### config.mk
export PLATFORM = sky130hd
export DESIGN_NAME = spi_ram_ctrl_flat
export DESIGN_NICKNAME = d
export VERILOG_FILES = /design/src/rtl/spi_ram_ctrl_if.sv /design/src/rtl/spi_ram_ctrl.sv /design/src/flat_wrapper.sv
export SDC_FILE = /design/constraint.sdc
export NUM_CORES = 2
export LEC_CHECK = 0
export CORE_MARGIN = 2
export CORE_UTILIZATION = 35
export DETAILED_ROUTE_END_ITERATION = 8
export MAX_ROUTING_LAYER = met4
export SLEW_MARGIN = 30
export SYNTH_ARGS = -nofsm -noshare
export SYNTH_HDL_FRONTEND = slang
export SYNTH_SLANG_ARGS = --single-unit
### constraint.sdc
create_clock -name clk -period 4.5 [get_ports clk]
set_clock_uncertainty 0.1 [all_clocks]
set_input_delay 1.125 -clock clk [delete_from_list [all_inputs] [get_ports clk]]
set_output_delay 1.125 -clock clk [all_outputs]
set_load 0.02 [all_outputs]
### src/rtl/spi_ram_ctrl_if.sv
// Word-level link between the SPI slave shifter and the command decoder / RAM.
// master drives command words; slave returns read data and the busy-drop pulse.
interface spi_ram_ctrl_if;
  logic [9:0] din;
  logic       rx_valid;
  logic [7:0] dout;
  logic       tx_valid;
  logic       err;

  modport master (
    output din,
    output rx_valid,
    input  dout,
    input  tx_valid,
    input  err
  );

  modport slave (
    input  din,
    input  rx_valid,
    output dout,
    output tx_valid,
    output err
  );
endinterface

### src/rtl/spi_ram_ctrl.sv
// Command decoder and single-port RAM behind the SPI slave: address/data writes,
// address-set reads, and a read-out window of TX_HOLD cycles on tx_valid.
module spi_ram_ctrl #(
  parameter int MEM_DEPTH = 256,
  parameter int ADDR_SIZE = 8,
  parameter int TX_HOLD   = 8
) (
  input  logic           clk,
  input  logic           rstn,
  spi_ram_ctrl_if.slave  bus
);

  localparam int CNT_W = $clog2(TX_HOLD + 1);

  typedef enum logic {
    IDLE = 1'b0,
    TX   = 1'b1
  } state_t;

  typedef enum logic [1:0] {
    CMD_WR_ADDR = 2'b00,
    CMD_WR_DATA = 2'b01,
    CMD_RD_ADDR = 2'b10,
    CMD_RD_DATA = 2'b11
  } cmd_t;

  logic [7:0]           mem [MEM_DEPTH];

  state_t               state_reg, state_next;
  logic [CNT_W-1:0]     cnt_reg, cnt_next;
  logic                 tx_valid_reg, tx_valid_next;
  logic                 err_reg, err_next;
  logic [ADDR_SIZE-1:0] wr_addr_reg, wr_addr_next;
  logic [ADDR_SIZE-1:0] rd_addr_reg, rd_addr_next;
  logic [7:0]           dout_reg;
  logic                 rx_valid_q_reg;

  logic                 accept;
  cmd_t                 cmd;
  logic [7:0]           payload;
  logic                 is_rd_data;
  logic                 mem_we;
  logic                 rd_load;

  // A word is taken only on the rising edge of rx_valid; the slave may hold it.
  assign accept     = bus.rx_valid && !rx_valid_q_reg;
  assign cmd        = cmd_t'(bus.din[9:8]);
  assign payload    = bus.din[7:0];
  assign is_rd_data = accept && (cmd == CMD_RD_DATA);

  always_comb begin
    state_next    = state_reg;
    cnt_next      = cnt_reg;
    tx_valid_next = tx_valid_reg;
    err_next      = 1'b0;
    wr_addr_next  = wr_addr_reg;
    rd_addr_next  = rd_addr_reg;
    mem_we        = 1'b0;
    rd_load       = 1'b0;

    if (accept) begin
      case (cmd)
        CMD_WR_ADDR: wr_addr_next = payload;
        CMD_WR_DATA: begin
          mem_we       = 1'b1;
          wr_addr_next = wr_addr_reg + 1'b1;
        end
        CMD_RD_ADDR: rd_addr_next = payload;
        default:     ;
      endcase
    end

    case (state_reg)
      IDLE: begin
        if (is_rd_data) begin
          rd_load       = 1'b1;
          rd_addr_next  = rd_addr_reg + 1'b1;
          cnt_next      = CNT_W'(TX_HOLD);
          tx_valid_next = 1'b1;
          state_next    = TX;
        end
      end
      TX: begin
        if (cnt_reg == CNT_W'(1)) begin
          cnt_next      = '0;
          tx_valid_next = 1'b0;
          state_next    = IDLE;
        end else begin
          cnt_next = cnt_reg - 1'b1;
        end
        // A read request while shifting out is dropped and flagged.
        if (is_rd_data) begin
          err_next = 1'b1;
        end
      end
      default: state_next = IDLE;
    endcase
  end

  always_ff @(posedge clk) begin
    if (!rstn) begin
      state_reg      <= IDLE;
      cnt_reg        <= '0;
      tx_valid_reg   <= 1'b0;
      err_reg        <= 1'b0;
      wr_addr_reg    <= '0;
      rd_addr_reg    <= '0;
      rx_valid_q_reg <= 1'b0;
    end else begin
      state_reg      <= state_next;
      cnt_reg        <= cnt_next;
      tx_valid_reg   <= tx_valid_next;
      err_reg        <= err_next;
      wr_addr_reg    <= wr_addr_next;
      rd_addr_reg    <= rd_addr_next;
      rx_valid_q_reg <= bus.rx_valid;
    end
  end

  // RAM contents survive reset; only the write port is gated by accept.
  always_ff @(posedge clk) begin
    if (mem_we) begin
      mem[wr_addr_reg] <= payload;
    end
  end

  always_ff @(posedge clk) begin
    if (!rstn) begin
      dout_reg <= '0;
    end else if (rd_load) begin
      dout_reg <= mem[rd_addr_reg];
    end
  end

  assign bus.dout     = dout_reg;
  assign bus.tx_valid = tx_valid_reg;
  assign bus.err      = err_reg;

endmodule

### src/flat_wrapper.sv
// flat-port wrapper written by rule: the top's interface ports become plain ports
module spi_ram_ctrl_flat 
#(
  parameter int MEM_DEPTH = 256,
  parameter int ADDR_SIZE = 8,
  parameter int TX_HOLD   = 8
)
  (clk, rstn, bus_din, bus_rx_valid, bus_dout, bus_tx_valid, bus_err);
  spi_ram_ctrl_if bus_i ();
  input  logic clk;
  input  logic rstn;
  input wire logic [$bits(bus_i.din)-1:0] bus_din;
  input wire logic [$bits(bus_i.rx_valid)-1:0] bus_rx_valid;
  output wire logic [$bits(bus_i.dout)-1:0] bus_dout;
  output wire logic [$bits(bus_i.tx_valid)-1:0] bus_tx_valid;
  output wire logic [$bits(bus_i.err)-1:0] bus_err;
  assign bus_i.din = bus_din;
  assign bus_i.rx_valid = bus_rx_valid;
  assign bus_dout = bus_i.dout;
  assign bus_tx_valid = bus_i.tx_valid;
  assign bus_err = bus_i.err;
  spi_ram_ctrl #(.MEM_DEPTH(MEM_DEPTH), .ADDR_SIZE(ADDR_SIZE), .TX_HOLD(TX_HOLD)) u_core (.clk(clk), .rstn(rstn), .bus(bus_i));
endmodule
# Yosys cells after proc, flatten, opt, wreduce, memory -nomap -nowiden
# Memories as Yosys holds them, arrays and structs flattened. A register that Yosys moved wholly into a read port is not among the register bits.
# Index checks and enable logic that the tools add are counted.
dict set report word_totals {
  regBits 24
  latchBits 0
  ramBits 2048
  rom_bits 0
  input_bits 13
  output_inout_bits 10
  word_cells 46
  memories 1
}
dict set report classes {
  n_addsub 3
  mul 0
  div 0
  magnitude_cmp 0
  n_eq_ne 6
  shifts 0
  mux 19
  bitwise_logic 1
  n_reduce_logical 9
}
# memory words width read_ports rd_ports_with_merged_regs write_ports line
set memory_table {}
lappend memory_table {u_core.mem 256 8 1 1 1 spi_ram_ctrl.sv:27} ;# logic [7:0] mem [MEM_DEPTH];
# operator n
set ops {}
lappend ops {{8-bit two-way mux} 4}
lappend ops {{8-bit by 1-bit adder with 8-bit output (second input constant)} 2}
lappend ops {{8-bit case mux with 2 select lines} 1}
lappend ops {{1-bit two-way mux} 9}
lappend ops {{4-bit two-way mux} 2}
lappend ops {{4-bit case mux with 2 select lines} 1}
lappend ops {{2-bit AND reduction} 3}
lappend ops {{2-bit equality test (second input constant)} 2}
lappend ops {{4-bit by 1-bit equality test with 1-bit output (second input constant)} 1}
lappend ops {{1-bit case mux with 2 select lines} 2}
lappend ops {{4-bit by 1-bit subtractor with 4-bit output (second input constant)} 1}
lappend ops {{2-bit by 1-bit equality test with 1-bit output (second input constant)} 1}
lappend ops {{1-bit logical AND} 2}
lappend ops {{1-bit zero test} 2}
lappend ops {{2-bit zero test} 1}
lappend ops {{2-bit by 1-bit inequality test with 1-bit output (second input constant)} 1}
lappend ops {{2-bit inequality test (second input constant)} 1}
lappend ops {{2-bit nonzero test} 1}
lappend ops {{1-bit inverter} 1}

# Longest topological paths before layout
dict set report logic_depth {
  word_depth 5
  depth_mapped 13
  mapped_depth_nobuf 7
}

# Worst setup path before layout
# No wires, ideal clock.
dict set report synth_timing {
  path_kind {input-to-reg}
  startpoint {input bus_rx_valid}
  endpoint {memory u_core.mem[235][0], enable pin}
  setup_ps 370
  arrival_time_ps 3002
  t_required_ps 4030
  path_slack_ps 1027
  cell_stages 7
  path_buffers 3
  cell_sequence {nor3b_1 > and2_0 > clkbuf_1 > buf_2 > nand3_1 > clkbuf_1 > nor2_1}
}
dict set report synth_between {
  elab_chain_len 4
}
# item line
set synth_lines {}
lappend synth_lines {{start, declared} flat_wrapper.sv:13} ;# input wire logic [$bits(bus_i.rx_valid)-1:0] bus_rx_valid;
lappend synth_lines {{1-bit logical AND} spi_ram_ctrl.sv:46} ;# assign accept = bus.rx_valid && !rx_valid_q_reg;
lappend synth_lines {{1-bit two-way mux} spi_ram_ctrl.sv:61} ;# if (accept) begin
lappend synth_lines {{1-bit two-way mux} spi_ram_ctrl.sv:122} ;# if (mem_we) begin
lappend synth_lines {{1-bit two-way mux (not written as such)} spi_ram_ctrl.sv:123} ;# mem[wr_addr_reg] <= payload;
lappend synth_lines {{end, declared} spi_ram_ctrl.sv:27}
# Every way passes these cells.

==> summary.md <==
| Metric | Value |
|---|---|
| Area Overhead vs Synth | `16.63%` |
| Fmax | `about 240 MHz` |
| Post-route ant nets | `0` |
| Syn avg cell area | `approximately 21 sq um` |
| Routed length on met1 | `93910 microns` |
| Kind of critical path | `register to register` |
| Largest Register | `u_core.mem` |
| CTS Buf Count | `between 200 and 250` |
| Die area | `0.2357 sq mm` |
| Skew-Pair Late Insertion Delay | `about 0.85 ns` |
| Power, Total | `0.04071 W` |
| Max capacitance violation total | `0` |
| Synth area leaders | `edfxtp_1, mux4_2, mux2i_1` |
| Post-synth top area cell | `edfxtp_1` |
| Power Density | `approximately 430 mW/mm^2` |
| Top Metal Used | `met4` |
| Hold crit path type | `register to register` |
| Antenna violations before repair | `7` |
| Minimum clock period | `~4.2 ns` |
| Num rows | `176` |
| Synth top area share | `0.7580` |
| Leakage | `about 29 nW` |
| Total number of vias | `roughly 42000` |
| Worst Path Arrival | `4.83 ns` |
| Slew Limit Fails | `0` |
| Worst-Margin Slew | `around 1.1 ns` |
| Post-synth EDFFs | `roughly 2000` |
| # IOs | `23` |
| DPL Wire Length | `around 150000 microns` |
| DR WL met3 | `20130 microns` |
| Root Buffer | `clkbuf_16` |
| Final nets | `roughly 4400` |
| Max reg flops | `a little over 2000` |
| First-pass DRT Iterations | `6` |
| Clk buf depth | `3` |
| YS warnings | `0` |
| Slew HR | `0.2783` |
| Crit Path Max Fanout | `31` |
| Endpoint class of the critical path | `register` |
| Setup tns final | `0 ns` |
| Core box area | `between 0.2 and 0.25 sq mm` |
| Starting density of the core | `0.3523` |
| Share of layout cells above drive strength 1 | `0.2803` |
| Post-CTS Resized | `0` |
| RSZ-0062 raised after global routing | `false` |
| Async SR Flop Fraction | `0` |
| Synth cell types | `a little under 70` |
| Seq cells post-synth | `between 2000 and 2500` |
| Drt drc | `0` |
| Sequential cell area fraction in the yosys report | `0.7659` |
| Global-route wire length before repair | `~330000 microns` |
| Status | `finished clean` |
| Wirelength per Cell | `approximately 31 microns` |
| Synth Flop Type | `edfxtp_1` |
| Hold Buf Count CTS | `0` |
| Maximum number of pins on one net before global-route repair | `between 100 and 150` |
| Met2 WL | `approximately 110000 microns` |
| Post-Syn Instances | `3953` |
| Synthesized Nets | `between 3000 and 4000` |
| Synthesized area | `between 0.08 and 0.09 sq mm` |
| Final worst path period share | `0.9313` |
| GRT Overall Usage | `0.1998` |
| Hold violation count in the final report | `0` |
| Die width | `around 490 microns` |
| H-Tree Depth | `4` |
| Vias per std cell | `about 5.6` |
| WHS | `0.4022 ns` |
| Vias in the first global route | `41750` |
| Critical path launch point type | `register` |
| GRT overflow | `0` |
| Post-CTS Setup Inserts | `0` |
| Routed wire length | `231600 microns` |
| Initial drt markers | `approximately 5600` |
| Final setup viols | `0` |
| R2R setup slack | `0.31 ns` |
| Worst EP required | `between 5 and 6 ns` |
| RD Place Congestion | `~0.95` |
| CTS clock-pin slew for the worst setup and hold paths | `around 0.060 ns` |
| Largest vdd supply drop | `between 0.4 and 0.5 mV` |
| Number of port buffers | `22` |
| Chip Height | `between 400 and 500 microns` |
| Clock sinks | `approximately 2100` |
| CTS tree | `done` |
metal layers:
metal  vias up  global-route usage
li1      17220                   -
met1     22610              0.2702
met2      2237              0.3071
met3       394             0.03499
met4         0             0.06705
met5         -                   -
Yosys cell counts (all sizes together) (3+ instances only):
library cell,n
o311ai,3
o211ai,9
a21oi,75
nand4,11
clkinv,4
buf,135
a211o,4
nand3,55
nand2,155
a311oi,3
edfxtp,2048
nor2,315
o22ai,25
nand2b,10
or2,4
o21ai,37
inv,10
clkbuf,106
o2111ai,11
a221oi,18
ha,7
nand3b,5
and2,8
a31oi,8
mux2i,150
mux4,487
o221ai,30
and3,6
o31ai,8
mux2,17
a2111oi,9
a211oi,19
or3,3
nor3,28
a21o,3
nor2b,18
a22oi,48
dfxtp,32
cell usage in the layout, fill, tap and decap left out, types with 25 or more instances in the layout:
master,netlist,final
a21oi_1,75,75
nand3_1,55,47
clkbuf_1,105,54
o21ai_0,37,37
buf_4,29,384
o22ai_1,25,25
clkinv_1,4,33
a22oi_1,48,48
clkinv_2,0,29
mux4_2,487,487
nand2_1,155,154
buf_12,0,45
mux2i_1,150,150
dfxtp_1,32,26
clkbuf_16,0,212
o221ai_1,30,30
nor3_1,28,27
nor2_1,315,312
edfxtp_1,2048,2048
final cells by class:
cell class	instances	area (sq um)
Clock buffer	268	5535
Antenna cell	4	10.01
Sequential cell	2080	62160
Timing Repair Buffer	452	4061
Clock inverter	110	1227
Multi-Input combinational cell	1618	17800
Fill cell	20120	135700
Tap cell	3026	3786
Inverter	14	57.56
metrics by stage:
| stage | setup WS, ns | util | cells | instance area [sq um] |
|---|---|---|---|---|
| detailed placement | 0.3810 | 0.3814 | 7190 | 87860 |
| global route | 0.2993 | 0.4108 | 7568 | 94620 |
| floorplan | 1.027 | - | 3953 | 81140 |
| global placement | 0.4446 | 0.3813 | 7189 | 87830 |
| finish | 0.3091 | 0.4108 | 7572 | 94630 |
| CTS | 0.3553 | 0.4108 | 7568 | 94620 |
power by group:
part	total [W]	internal [W]	switching, W
sequential	0.0213	0.0213	0.0000630
combinational	0.00211	0.000787	0.00132
clock	0.0173	0.00981	0.00745
total	0.0407	0.0319	0.00883
worst paths after layout:
path	endpoint	start	cells past startpoint
max	u_core.bus.dout[3]$_SDFFE_PN0P_	u_core.rd_addr_reg[0]$_SDFF_PN0_	9
min	u_core.cnt_reg[2]$_SDFFE_PN0P_	u_core.cnt_reg[2]$_SDFFE_PN0P_	2
max reg2reg	u_core.bus.dout[3]$_SDFFE_PN0P_	u_core.rd_addr_reg[0]$_SDFF_PN0_	9
min reg2reg	u_core.cnt_reg[2]$_SDFFE_PN0P_	u_core.cnt_reg[2]$_SDFFE_PN0P_	2
logic make-up (layout without fill, tap and decap cells):
group                      count (synthesis)  count (layout)  share of synthesized area
DFF                                     2080            2080                     0.7659
muxes                                    654             654                     0.1560
and+or+nand+nor                          625             625                    0.03265
AOI/OAI and AO/OA                        332             332                    0.02841
buffers and inverters                    255             844                    0.01598
adders and majority gates                  7               7                   0.001079
other                                      0               4                          0
worst max-delay path, cell delays in order, from the launching register on:
cell and delay [ns]:
dfxtp_4 0.90, buf_12 0.32, buf_12 0.26, buf_4 0.19, mux4_2 0.53, a22oi_1 0.30
nand3_1 0.24, a211oi_1 0.76, o31ai_1 0.18, a31o_2 0.24
Power figures use the tool's default switching activity.
